## config.mk

```make
export PLATFORM = sky130hd
export DESIGN_NAME = regfile_wb_scheduler_flat
export DESIGN_NICKNAME = d
export VERILOG_FILES = /design/src/rtl/riscv_pkg.sv /design/src/rtl/regfile_wb_scheduler_if.sv /design/src/rtl/wb_ld_fifo.sv /design/src/rtl/regfile_wb_scheduler.sv /design/src/flat_wrapper.sv
export SDC_FILE = /design/constraint.sdc
export NUM_CORES = 1
export LEC_CHECK = 0
export CORE_ASPECT_RATIO = 1.75
export CORE_MARGIN = 1
export CORE_UTILIZATION = 49
export DETAILED_ROUTE_END_ITERATION = 6
export PLACE_DENSITY = 0.87
export SLEW_MARGIN = 20
export SYNTH_ARGS = -nofsm -noshare
export SYNTH_HDL_FRONTEND = slang
export SYNTH_SLANG_ARGS = --single-unit
```

## constraint.sdc

```tcl
create_clock -name clk -period 6.2 [get_ports clk]
set_clock_uncertainty 0.1 [all_clocks]
set_input_delay 1.24 -clock clk [delete_from_list [all_inputs] [get_ports clk]]
set_output_delay 1.24 -clock clk [all_outputs]
set_load 0.02 [all_outputs]
```

## src/rtl/riscv_pkg.sv

```systemverilog
// Shared definitions for the register-file writeback scheduler.
//   XLEN       datapath width
//   NREG       architectural register count (x0 hardwired to zero)
//   REG_AW     register index width
//   reg_idx_t  register index type
//   xdata_t    datapath word type
//   wb_entry_t buffered load return {rd, data}
//   wb_grant_e write-port arbitration result
package riscv_pkg;

  localparam int XLEN   = 64;
  localparam int NREG   = 32;
  localparam int REG_AW = 5;

  typedef logic [REG_AW-1:0] reg_idx_t;
  typedef logic [XLEN-1:0]   xdata_t;

  typedef struct packed {
    reg_idx_t rd;
    xdata_t   data;
  } wb_entry_t;

  typedef enum logic [1:0] {
    GNT_NONE = 2'd0,
    GNT_ALU  = 2'd1,
    GNT_LD   = 2'd2
  } wb_grant_e;

endpackage

```

## src/rtl/regfile_wb_scheduler_if.sv

```systemverilog
// Signal bundle between decode / ALU / load unit / reg_file and the
// writeback scheduler.
//   issue_*       decode-stage instruction presented for issue
//   stall         issue not accepted this cycle
//   alu_wb_*      ALU writeback request (valid/ready handshake)
//   ld_*          load-return request (valid/ready handshake)
//   reg_write/RD/WriteData  registered reg_file write port
//   busy          scoreboard vector
// Modports: master = surrounding pipeline, slave = scheduler.
interface regfile_wb_scheduler_if;
  import riscv_pkg::*;

  logic            issue_valid;
  reg_idx_t        issue_rs1;
  reg_idx_t        issue_rs2;
  logic            issue_use_rs1;
  logic            issue_use_rs2;
  reg_idx_t        issue_rd;
  logic            issue_reg_wr;
  logic            issue_is_load;
  logic            stall;

  logic            alu_wb_valid;
  reg_idx_t        alu_wb_rd;
  xdata_t          alu_wb_data;
  logic            alu_wb_ready;

  logic            ld_valid;
  reg_idx_t        ld_rd;
  xdata_t          ld_data;
  logic            ld_ready;

  logic            reg_write;
  reg_idx_t        RD;
  xdata_t          WriteData;
  logic [NREG-1:0] busy;

  modport master (
    output issue_valid, issue_rs1, issue_rs2, issue_use_rs1, issue_use_rs2,
           issue_rd, issue_reg_wr, issue_is_load,
           alu_wb_valid, alu_wb_rd, alu_wb_data,
           ld_valid, ld_rd, ld_data,
    input  stall, alu_wb_ready, ld_ready, reg_write, RD, WriteData, busy
  );

  modport slave (
    input  issue_valid, issue_rs1, issue_rs2, issue_use_rs1, issue_use_rs2,
           issue_rd, issue_reg_wr, issue_is_load,
           alu_wb_valid, alu_wb_rd, alu_wb_data,
           ld_valid, ld_rd, ld_data,
    output stall, alu_wb_ready, ld_ready, reg_write, RD, WriteData, busy
  );

endinterface

```

## src/rtl/wb_ld_fifo.sv

```systemverilog
// Synchronous FIFO buffering returned loads until the write port is free.
//   clk, reset  clock, synchronous active-high reset
//   push        write wr_entry (ignored while full)
//   pop         drop head (ignored while empty)
//   wr_entry    {rd, data} to store
//   head        oldest entry (valid while !empty)
//   full/empty  occupancy flags
module wb_ld_fifo
  import riscv_pkg::*;
#(
  parameter int DEPTH = 2
) (
  input  logic      clk,
  input  logic      reset,
  input  logic      push,
  input  logic      pop,
  input  wb_entry_t wr_entry,
  output wb_entry_t head,
  output logic      full,
  output logic      empty
);

  localparam int PW = (DEPTH > 1) ? $clog2(DEPTH) : 1;
  localparam int CW = $clog2(DEPTH + 1);

  wb_entry_t       mem [DEPTH];
  logic [PW-1:0]   wr_ptr;
  logic [PW-1:0]   rd_ptr;
  logic [CW-1:0]   count;
  logic            do_push;
  logic            do_pop;

  // Pointers wrap at DEPTH so non-power-of-two depths work.
  function automatic logic [PW-1:0] ptr_inc(input logic [PW-1:0] p);
    return (p == PW'(DEPTH - 1)) ? '0 : p + PW'(1);
  endfunction

  assign full    = (count == CW'(DEPTH));
  assign empty   = (count == '0);
  assign do_push = push & ~full;
  assign do_pop  = pop & ~empty;
  assign head    = mem[rd_ptr];

  // NOTE: sequential state uses non-blocking assignments so every flop
  // samples pre-edge values regardless of statement order.
  always_ff @(posedge clk) begin
    if (reset) begin
      wr_ptr <= '0;
      rd_ptr <= '0;
      count  <= '0;
    end else begin
      if (do_push) wr_ptr <= ptr_inc(wr_ptr);
      if (do_pop)  rd_ptr <= ptr_inc(rd_ptr);
      case ({do_push, do_pop})
        2'b10:   count <= count + CW'(1);
        2'b01:   count <= count - CW'(1);
        default: ;
      endcase
    end
  end

  // NOTE: the storage array has no reset; count/pointers alone decide what
  // is valid, so clearing the data would only add reset fan-out.
  always_ff @(posedge clk) begin
    if (do_push) mem[wr_ptr] <= wr_entry;
  end

endmodule

```

## src/rtl/regfile_wb_scheduler.sv

```systemverilog
// Register-file write-port scheduler and RAW/WAW scoreboard.
//   clk, reset  clock, synchronous active-high reset
//   bus         regfile_wb_scheduler_if.slave: issue/stall, ALU writeback,
//               load return, registered reg_file write port, busy vector
// Parameters:
//   LD_FIFO_DEPTH  load-return buffer entries (>=1)
//   LD_MAX         loads issued but not yet returned before issue stalls
module regfile_wb_scheduler
  import riscv_pkg::*;
#(
  parameter int LD_FIFO_DEPTH = 2,
  parameter int LD_MAX        = 4
) (
  input  logic                  clk,
  input  logic                  reset,
  regfile_wb_scheduler_if.slave bus
);

  localparam int CNT_W = $clog2(LD_MAX + 1);

  logic [NREG-1:0]  busy_q;
  logic [NREG-1:0]  busy_d;
  logic [CNT_W-1:0] ld_cnt_q;
  logic             hazard;
  logic             accept;
  logic             ld_inc;

  logic             fifo_full;
  logic             fifo_empty;
  logic             fifo_push;
  logic             fifo_pop;
  wb_entry_t        fifo_head;

  wb_grant_e        grant;
  reg_idx_t         win_rd;
  xdata_t           win_data;

  logic             reg_write_q;
  reg_idx_t         rd_q;
  xdata_t           wdata_q;

  // Scoreboard / issue. busy[0] is never set, so x0 can never hazard.
  assign hazard = (bus.issue_use_rs1 & busy_q[bus.issue_rs1])
                | (bus.issue_use_rs2 & busy_q[bus.issue_rs2])
                | (bus.issue_reg_wr  & busy_q[bus.issue_rd])
                | (bus.issue_is_load & (ld_cnt_q == CNT_W'(LD_MAX)));
  assign bus.stall = bus.issue_valid & hazard;
  assign accept    = bus.issue_valid & ~hazard;
  assign ld_inc    = accept & bus.issue_is_load;

  // NOTE: every variable driven here gets a default first, so no path can
  // leave it unassigned and infer a latch.
  always_comb begin
    busy_d = busy_q;
    // Clear on the same edge reg_file is written; the set comes after so
    // it wins should both ever target one index.
    if (reg_write_q) busy_d[rd_q] = 1'b0;
    if (accept && bus.issue_reg_wr && (bus.issue_rd != '0)) busy_d[bus.issue_rd] = 1'b1;
  end

  // Load-return buffer. The full FIFO never accepts, even while popping.
  assign bus.ld_ready = ~fifo_full;
  assign fifo_push    = bus.ld_valid & ~fifo_full;
  assign fifo_pop     = (grant == GNT_LD);

  wb_ld_fifo #(
    .DEPTH (LD_FIFO_DEPTH)
  ) u_ld_fifo (
    .clk      (clk),
    .reset    (reset),
    .push     (fifo_push),
    .pop      (fifo_pop),
    .wr_entry ('{rd: bus.ld_rd, data: bus.ld_data}),
    .head     (fifo_head),
    .full     (fifo_full),
    .empty    (fifo_empty)
  );

  // Arbitration: a full buffer must drain before the ALU may write again,
  // otherwise load returns would back up into the memory pipeline.
  assign bus.alu_wb_ready = ~fifo_full;

  always_comb begin
    grant    = GNT_NONE;
    win_rd   = '0;
    win_data = '0;
    if (fifo_full) begin
      grant = GNT_LD;
    end else if (bus.alu_wb_valid) begin
      grant = GNT_ALU;
    end else if (!fifo_empty) begin
      grant = GNT_LD;
    end
    case (grant)
      GNT_ALU: begin
        win_rd   = bus.alu_wb_rd;
        win_data = bus.alu_wb_data;
      end
      GNT_LD: begin
        win_rd   = fifo_head.rd;
        win_data = fifo_head.data;
      end
      default: ;
    endcase
  end

  always_ff @(posedge clk) begin
    if (reset) begin
      busy_q      <= '0;
      ld_cnt_q    <= '0;
      reg_write_q <= 1'b0;
      rd_q        <= '0;
      wdata_q     <= '0;
    end else begin
      busy_q <= busy_d;

      // Issue and return in one cycle cancel. A return with nothing
      // outstanding (e.g. just after reset) saturates at zero.
      if (ld_inc && !fifo_push) begin
        ld_cnt_q <= ld_cnt_q + CNT_W'(1);
      end else if (!ld_inc && fifo_push && (ld_cnt_q != '0)) begin
        ld_cnt_q <= ld_cnt_q - CNT_W'(1);
      end

      // A winner targeting x0 is consumed but never written.
      reg_write_q <= (grant != GNT_NONE) && (win_rd != '0);
      if (grant != GNT_NONE) begin
        rd_q    <= win_rd;
        wdata_q <= win_data;
      end
    end
  end

  assign bus.reg_write = reg_write_q;
  assign bus.RD        = rd_q;
  assign bus.WriteData = wdata_q;
  assign bus.busy      = busy_q;

  ld_protocol_a : assert property (@(posedge clk) disable iff (reset)
    !(bus.ld_valid && !bus.ld_ready))
    else $error("ld_valid raised while ld_ready is low");

endmodule

```

## src/flat_wrapper.sv

```systemverilog
// flat-port wrapper written by rule: the top's interface ports become plain ports
module regfile_wb_scheduler_flat import riscv_pkg::*;
#(
  parameter int LD_FIFO_DEPTH = 2,
  parameter int LD_MAX        = 4
)
  (clk, reset, bus_issue_valid, bus_issue_rs1, bus_issue_rs2, bus_issue_use_rs1, bus_issue_use_rs2, bus_issue_rd, bus_issue_reg_wr, bus_issue_is_load, bus_alu_wb_valid, bus_alu_wb_rd, bus_alu_wb_data, bus_ld_valid, bus_ld_rd, bus_ld_data, bus_stall, bus_alu_wb_ready, bus_ld_ready, bus_reg_write, bus_RD, bus_WriteData, bus_busy);
  regfile_wb_scheduler_if bus_i ();
  input  logic clk;
  input  logic reset;
  input wire logic [$bits(bus_i.issue_valid)-1:0] bus_issue_valid;
  input wire logic [$bits(bus_i.issue_rs1)-1:0] bus_issue_rs1;
  input wire logic [$bits(bus_i.issue_rs2)-1:0] bus_issue_rs2;
  input wire logic [$bits(bus_i.issue_use_rs1)-1:0] bus_issue_use_rs1;
  input wire logic [$bits(bus_i.issue_use_rs2)-1:0] bus_issue_use_rs2;
  input wire logic [$bits(bus_i.issue_rd)-1:0] bus_issue_rd;
  input wire logic [$bits(bus_i.issue_reg_wr)-1:0] bus_issue_reg_wr;
  input wire logic [$bits(bus_i.issue_is_load)-1:0] bus_issue_is_load;
  input wire logic [$bits(bus_i.alu_wb_valid)-1:0] bus_alu_wb_valid;
  input wire logic [$bits(bus_i.alu_wb_rd)-1:0] bus_alu_wb_rd;
  input wire logic [$bits(bus_i.alu_wb_data)-1:0] bus_alu_wb_data;
  input wire logic [$bits(bus_i.ld_valid)-1:0] bus_ld_valid;
  input wire logic [$bits(bus_i.ld_rd)-1:0] bus_ld_rd;
  input wire logic [$bits(bus_i.ld_data)-1:0] bus_ld_data;
  output wire logic [$bits(bus_i.stall)-1:0] bus_stall;
  output wire logic [$bits(bus_i.alu_wb_ready)-1:0] bus_alu_wb_ready;
  output wire logic [$bits(bus_i.ld_ready)-1:0] bus_ld_ready;
  output wire logic [$bits(bus_i.reg_write)-1:0] bus_reg_write;
  output wire logic [$bits(bus_i.RD)-1:0] bus_RD;
  output wire logic [$bits(bus_i.WriteData)-1:0] bus_WriteData;
  output wire logic [$bits(bus_i.busy)-1:0] bus_busy;
  assign bus_i.issue_valid = bus_issue_valid;
  assign bus_i.issue_rs1 = bus_issue_rs1;
  assign bus_i.issue_rs2 = bus_issue_rs2;
  assign bus_i.issue_use_rs1 = bus_issue_use_rs1;
  assign bus_i.issue_use_rs2 = bus_issue_use_rs2;
  assign bus_i.issue_rd = bus_issue_rd;
  assign bus_i.issue_reg_wr = bus_issue_reg_wr;
  assign bus_i.issue_is_load = bus_issue_is_load;
  assign bus_i.alu_wb_valid = bus_alu_wb_valid;
  assign bus_i.alu_wb_rd = bus_alu_wb_rd;
  assign bus_i.alu_wb_data = bus_alu_wb_data;
  assign bus_i.ld_valid = bus_ld_valid;
  assign bus_i.ld_rd = bus_ld_rd;
  assign bus_i.ld_data = bus_ld_data;
  assign bus_stall = bus_i.stall;
  assign bus_alu_wb_ready = bus_i.alu_wb_ready;
  assign bus_ld_ready = bus_i.ld_ready;
  assign bus_reg_write = bus_i.reg_write;
  assign bus_RD = bus_i.RD;
  assign bus_WriteData = bus_i.WriteData;
  assign bus_busy = bus_i.busy;
  regfile_wb_scheduler #(.LD_FIFO_DEPTH(LD_FIFO_DEPTH), .LD_MAX(LD_MAX)) u_core (.clk(clk), .reset(reset), .bus(bus_i));
endmodule
```

After elaboration in Yosys (flattened, before gate mapping)
Memory sizes are Yosys's and may differ from the RTL's. A register that Yosys moved wholly into a read port is not among the register bits.
Cells that the tools add are included.
{ "totals": {"register_bits": 109, "mem_bits_rw": 138, "input_bits": 162, "out_inout_bits": 105, "wordCells": 89, "mem_count": 1} }
{ "mem_list": {"columns": ["memory", "depth", "word_bits", "read_ports", "rd_ports_with_merged_regs", "write_ports", "line", "rtl"], "rows": [
  ["u_core.u_ld_fifo.mem", 2, 69, 1, 1, 1, "wb_ld_fifo.sv:26", "wb_entry_t mem [DEPTH];"]
]} }
{ "op_classes": {"add_sub_neg": 6, "magnitude_cmp": 6, "eq_ne": 6, "muxes": 26, "bitwise_logic": 19, "n_reduce_logical": 17} }
{ "op_table": {"columns": ["cell", "count"], "rows": [
  ["one-hot mux 64 bit (2 select lines)", 1],
  ["2-to-1 mux 32 bit", 2],
  ["AND 32 bit", 1],
  ["inverter 32 bit", 1],
  ["bitwise OR 32 bit", 1],
  ["< comparator 5 x 6 -> 1 bit, second input constant", 4],
  ["binary-select mux 1 bit (select 5 bit)", 3],
  ["2-to-1 mux 1 bit", 11],
  ["AND 1 bit", 10],
  ["demux 1 bit (select 5 bit)", 2],
  ["greater-or-equal comparator 5 x 1 -> 1 bit, second input constant", 2],
  ["one-hot mux 5 bit (2 select lines)", 1],
  ["nonzero test 5 bit", 2],
  ["logical AND 1 bit", 8],
  ["equality test 2 bit, second input constant", 3],
  ["2-to-1 mux 2 bit", 3],
  ["2-to-1 mux 3 bit", 2],
  ["nonzero test 2 bit", 3],
  ["equality test 2 x 1 -> 1 bit, second input constant", 2],
  ["one-hot mux 2 bit (2 select lines)", 1],
  ["adder 3 x 1 -> 3 bit, second input constant", 1],
  ["equality test 3 bit, second input constant", 1],
  ["inverter 1 bit", 3],
  ["bitwise OR 1 bit", 3],
  ["other kinds (7)", 9]
]} }

Depth between registers and ports, before layout
{ "depth": {"depth_word": 14, "ltp_mapped": 11, "mapped_depth_nobuf": 10} }

Modules after synthesis
From an unflattened synthesis, not the netlist that was laid out.
{ "unflattened": {"hier_cells": 1072, "area_unflattened_um2": 11390.9} }
{ "by_module_without_submodules": {"columns": ["module", "n_inst", "cells_each", "area_each_um2", "seq_area_each_um2"], "rows": [
  ["regfile_wb_scheduler", 1, 831, 6200.9, 2102.0],
  ["wb_ld_fifo", 1, 241, 5190.0, 4244.1]
]} }

Worst setup path before layout
No wires, ideal clock.
{ "synth_timing": {"path_kind": "input port to flip-flop", "start": "input bus_ld_valid", "end": "memory u_core.u_ld_fifo.mem[0][0] (netlist name), enable pin", "setup_time_ns": 0.497, "arrival_time_ns": 4.371, "required_ns": 5.603, "slack_ns": 1.233, "stages": 2, "path_buffers": 0, "path_cell_list": "nand2_1 nor2_1"} }
{ "synth_via": {"elab_chain_cells": 4} }
{ "synth_rtl": {"columns": ["element", "line", "rtl"], "rows": [
  ["start: declaration", "flat_wrapper.sv:22", "input wire logic [$bits(bus_i.ld_valid)-1:0] bus_ld_valid;"],
  ["AND 1 bit", "regfile_wb_scheduler.sv:63", "assign fifo_push = bus.ld_valid & ~fifo_full;"],
  ["AND 1 bit", "wb_ld_fifo.sv:40", "assign do_push = push & ~full;"],
  ["2-to-1 mux 1 bit", "wb_ld_fifo.sv:65", "if (do_push) mem[wr_ptr] <= wr_entry;"],
  ["2-to-1 mux 1 bit (not written as such)", "wb_ld_fifo.sv:65", null],
  ["end: declaration", "wb_ld_fifo.sv:26", null]
]} }
Every way passes these cells.

Worst setup path after layout
{ "layout_timing": {"start": "input bus_issue_rs1[0]", "end": "output bus_stall"} }
{ "layout_via": {"elab_chain_cells": 7} }
{ "layout_rtl": {"columns": ["element", "line", "rtl"], "rows": [
  ["start: declaration", "flat_wrapper.sv:12", "input wire logic [$bits(bus_i.issue_rs1)-1:0] bus_issue_rs1;"],
  ["binary-select mux 1 bit (select 5 bit)", "regfile_wb_scheduler.sv:43", "assign hazard = (bus.issue_use_rs1 & busy_q[bus.issue_rs1])"],
  ["2-to-1 mux 1 bit (not written as such)", "regfile_wb_scheduler.sv:43", null],
  ["AND 1 bit", "regfile_wb_scheduler.sv:43", null],
  ["bitwise OR 1 bit", "regfile_wb_scheduler.sv:44", "| (bus.issue_use_rs2 & busy_q[bus.issue_rs2])"],
  ["bitwise OR 1 bit", "regfile_wb_scheduler.sv:45", "| (bus.issue_reg_wr & busy_q[bus.issue_rd])"],
  ["bitwise OR 1 bit", "regfile_wb_scheduler.sv:46", "| (bus.issue_is_load & (ld_cnt_q == CNT_W'(LD_MAX)));"],
  ["AND 1 bit", "regfile_wb_scheduler.sv:47", "assign bus.stall = bus.issue_valid & hazard;"],
  ["end: declaration", "flat_wrapper.sv:25", "output wire logic [$bits(bus_i.stall)-1:0] bus_stall;"]
]} }
Every way passes these cells. The select of a mux whose other input is x is not followed.

==> results.yml <==
synthesis:
  yosys.cell_types.count: 49
  synth_seq_cells: 248
  synth_top_area_frac: 0.4006
  syn_inst: 821
  yosysSeqAreaShare: 0.6135
  yosys_most_used_dff: "edfxtp_1"
  ys_warn_count: 0
  synth_nets: 985
  syn_avg_cell_area_sq_um: 12.60
  yosys.area.top_type: "edfxtp_1"
  synth_edf_count: 138
  synth_area_sq_um: 10340
  synth_area_leaders: "edfxtp_1 (40%), dfxtp_1 (21%), mux2i_1 (7.2%)"
  synth-async-reset-ratio: 0
cells_and_area:
  layoutNonFillerInstCount: 1327
  area_growth_pct: 35.03
  fill_cells: 1484
  multi_input_area_sq_um: 3762
  mostFrequentLayoutCells: "clkdlybuf4s50_1 (265), nor2_1 (143), edfxtp_1 (138)"
  layout-drive-gt1-share: 0.08481
  final_common_cell: "clkdlybuf4s50_1"
  layout.nets: 1221
  seq_area_sq_um: 6350
worst_setup_path:
  r2r_slack_ns: 2.54
  worst-path-max-fanout: 8
  cp-start-kind: "input port"
  worstPathRequired_ns: 4.86
  critPathArrivalTime_ns: 4.33
  regToRegEndpoint: "u_core.ld_cnt_q[2]$_SDFFE_PP0P_"
  worstReg2RegStart: "u_core.bus.busy[7]$_SDFF_PP0_"
  crit_path_start: "bus_issue_rs1[0]"
  reg2reg_depth: 10
  cp-end-kind: "output port"
  crit_type: "input port to output port"
floorplanning:
  rows: 70
  io_pins: 267
  core_region_area_sq_um: 20760
  start_util: 0.4983
  die_w_um: 111.8
  die_area_sq_um: 21720
  die_height_um: 194.2
sta:
  drv_slew: 0
  setup_violations: 0
  rsz0062_at_grt: "false"
  fin_crit_sh: 0.9142
  tightest_slew_ns: 0.9878
  period_needed_ns: 5.668
  fin_tns_setup_ns: 0
  hold_viol_final: 0
  max_freq_ghz: 0.1764
  slew_headroom: 0.3415
global_route:
  grt_pass1_vias: 8087
  grt_use_total: 0.2735
  grt_overflow: 0
  antenna_found_initial: 2
  grt_max_degree: 115
  grt_pass1_wl_mm: 45.17
place:
  port_buffers: 266
  dpl.hpwl_mm: 20.82
  gp_congestion: 1.022
  place_inst: 1284
clocking:
  cts.repair.resized: 0
  post_cts_buffers: 0
  h-tree-depth: 1
  clk_root_buffer_cell: "clkbuf_16"
  cts_made_buffers: 23
  cts.sinks: 248
  tritoncts: "yes"
  cts.clk_slew.worst_paths_ns: 0.06
  insertion_delay_ns: 0.50
  cts_hold_buf: 0
  cts_max_path_buffers: 3
power_and_ir_drop:
  p_total_mw: 5.205
  p_leak_nw: 4.816
  p_per_area_nw_per_um2: 372.7
  ir_worst_vdd_uv: 301.4
worst_hold_path:
  whs_endpoint: "u_core.bus.WriteData[7]$_SDFFE_PP0P_"
  hold_start: "u_core.bus.WriteData[7]$_SDFFE_PP0P_"
  hold_path.class: "flop to flop"
  holdPathStages: 2
drt:
  wl_mm: 29.93
  route.detailed.drc: 18
  antenna_left: 0
  drtPass1Iterations: 7
  drt_iter0_markers: 557
  via_per_inst: 5.967
  wl_per_cell_um: 22.56
  num_vias: 7918
run_status:
  outcome: "complete, but fails checks"
  failed_checks: "DRC"
run:
  max_cap_violations: 0
## cells by family after synthesis
group | Yosys count | share of synthesized area
AO/OA/AOI/OAI | 138 | 0.1043
multiplexers | 107 | 0.1337
buffers and inverters | 67 | 0.02564
AND/OR/NAND/NOR | 254 | 0.1155
adder cells (fa/ha/maj) | 2 | 0.003145
flip-flops | 248 | 0.6135
XOR/XNOR | 5 | 0.004234
## layout make-up
cell class / instances / area share
flip-flops and latches: 248 / 0.4546
diodes: 2 / 0.0003583
inverters: 5 / 0.001344
clock inverters: 17 / 0.01424
multi-input cells: 506 / 0.2694
well taps: 252 / 0.02257
repair buffers: 273 / 0.1945
clock buffers: 24 / 0.04300
## flip-flops by register name, indices dropped and copies added, names as in the netlist, named ones only
register,cells
u_core.u_ld_fifo.count,2
u_core.u_ld_fifo.rd_ptr,1
u_core.u_ld_fifo.wr_ptr,1
u_core.bus.reg_write,1
u_core.bus.RD,5
u_core.ld_cnt_q,3
u_core.u_ld_fifo.mem,138
u_core.bus.WriteData,64
u_core.bus.busy,32
## metal layers
layer / vias to the layer above / wire (um) / share of wire / global-route usage
met5: - / 0 / 0 / 0
met4: 0 / 2064 / 0.069 / 0.1907
met3: 124 / 1921 / 0.064 / 0.05377
met2: 381 / 16330 / 0.55 / 0.5158
met1: 3827 / 9620 / 0.32 / 0.2599
li1: 3586 / - / - / -
## cells in the mapped netlist, drive strengths merged, types with 4 or more instances
master,count
a21oi,5
a221oi,66
and2,4
and3,4
buf,20
clkbuf,42
dfxtp,110
edfxtp,138
inv,4
mux2,9
mux2i,74
mux4,24
nand2,28
nand2b,7
nand3,6
nand3b,21
nor2,144
nor2b,21
nor3b,4
o21ai,20
o31ai,31
## how the worst max path moves through the flow
stage	to	slack, ns	cells after the start
global route	bus_stall	0.38	7
finish	bus_stall	0.53	7
floorplan	u_core.u_ld_fifo.mem[0][0]$_DFFE_PP_	1.23	2
detailed placement	bus_stall	0.51	7
CTS	bus_stall	0.50	7
global placement	bus_stall	0.57	7
## power breakdown
part | switching, mW | total [mW] | leakage (nW) | internal [mW]
clock | 0.607 | 1.48 | 0.394 | 0.876
combinational | 0.850 | 1.52 | 2.23 | 0.674
sequential | 0.173 | 2.20 | 2.20 | 2.03
## per-stage QoR
stage            util  worst slack [ns]  cell area, sq um  hold WS, ns
3_3_place_gp   0.6339            0.5665             13160       0.3836
3_5_place_dp   0.6339            0.5131             13160       0.3965
4_1_cts        0.6725            0.4977             13960       0.4110
2_1_floorplan       -             1.233             10340       0.3813
6_report       0.6729            0.5322             13970       0.4065
5_1_grt        0.6729            0.3806             13970       0.4308
## critical path, stage by stage
cell	delay, ns
clkdlybuf4s50_1	0.81
mux4_2	0.58
mux2_2	0.27
mux4_2	0.51
a22oi_2	0.25
a21boi_1	0.11
clkdlybuf4s50_1	0.55
Note: power is estimated with default switching activity, not from simulation.
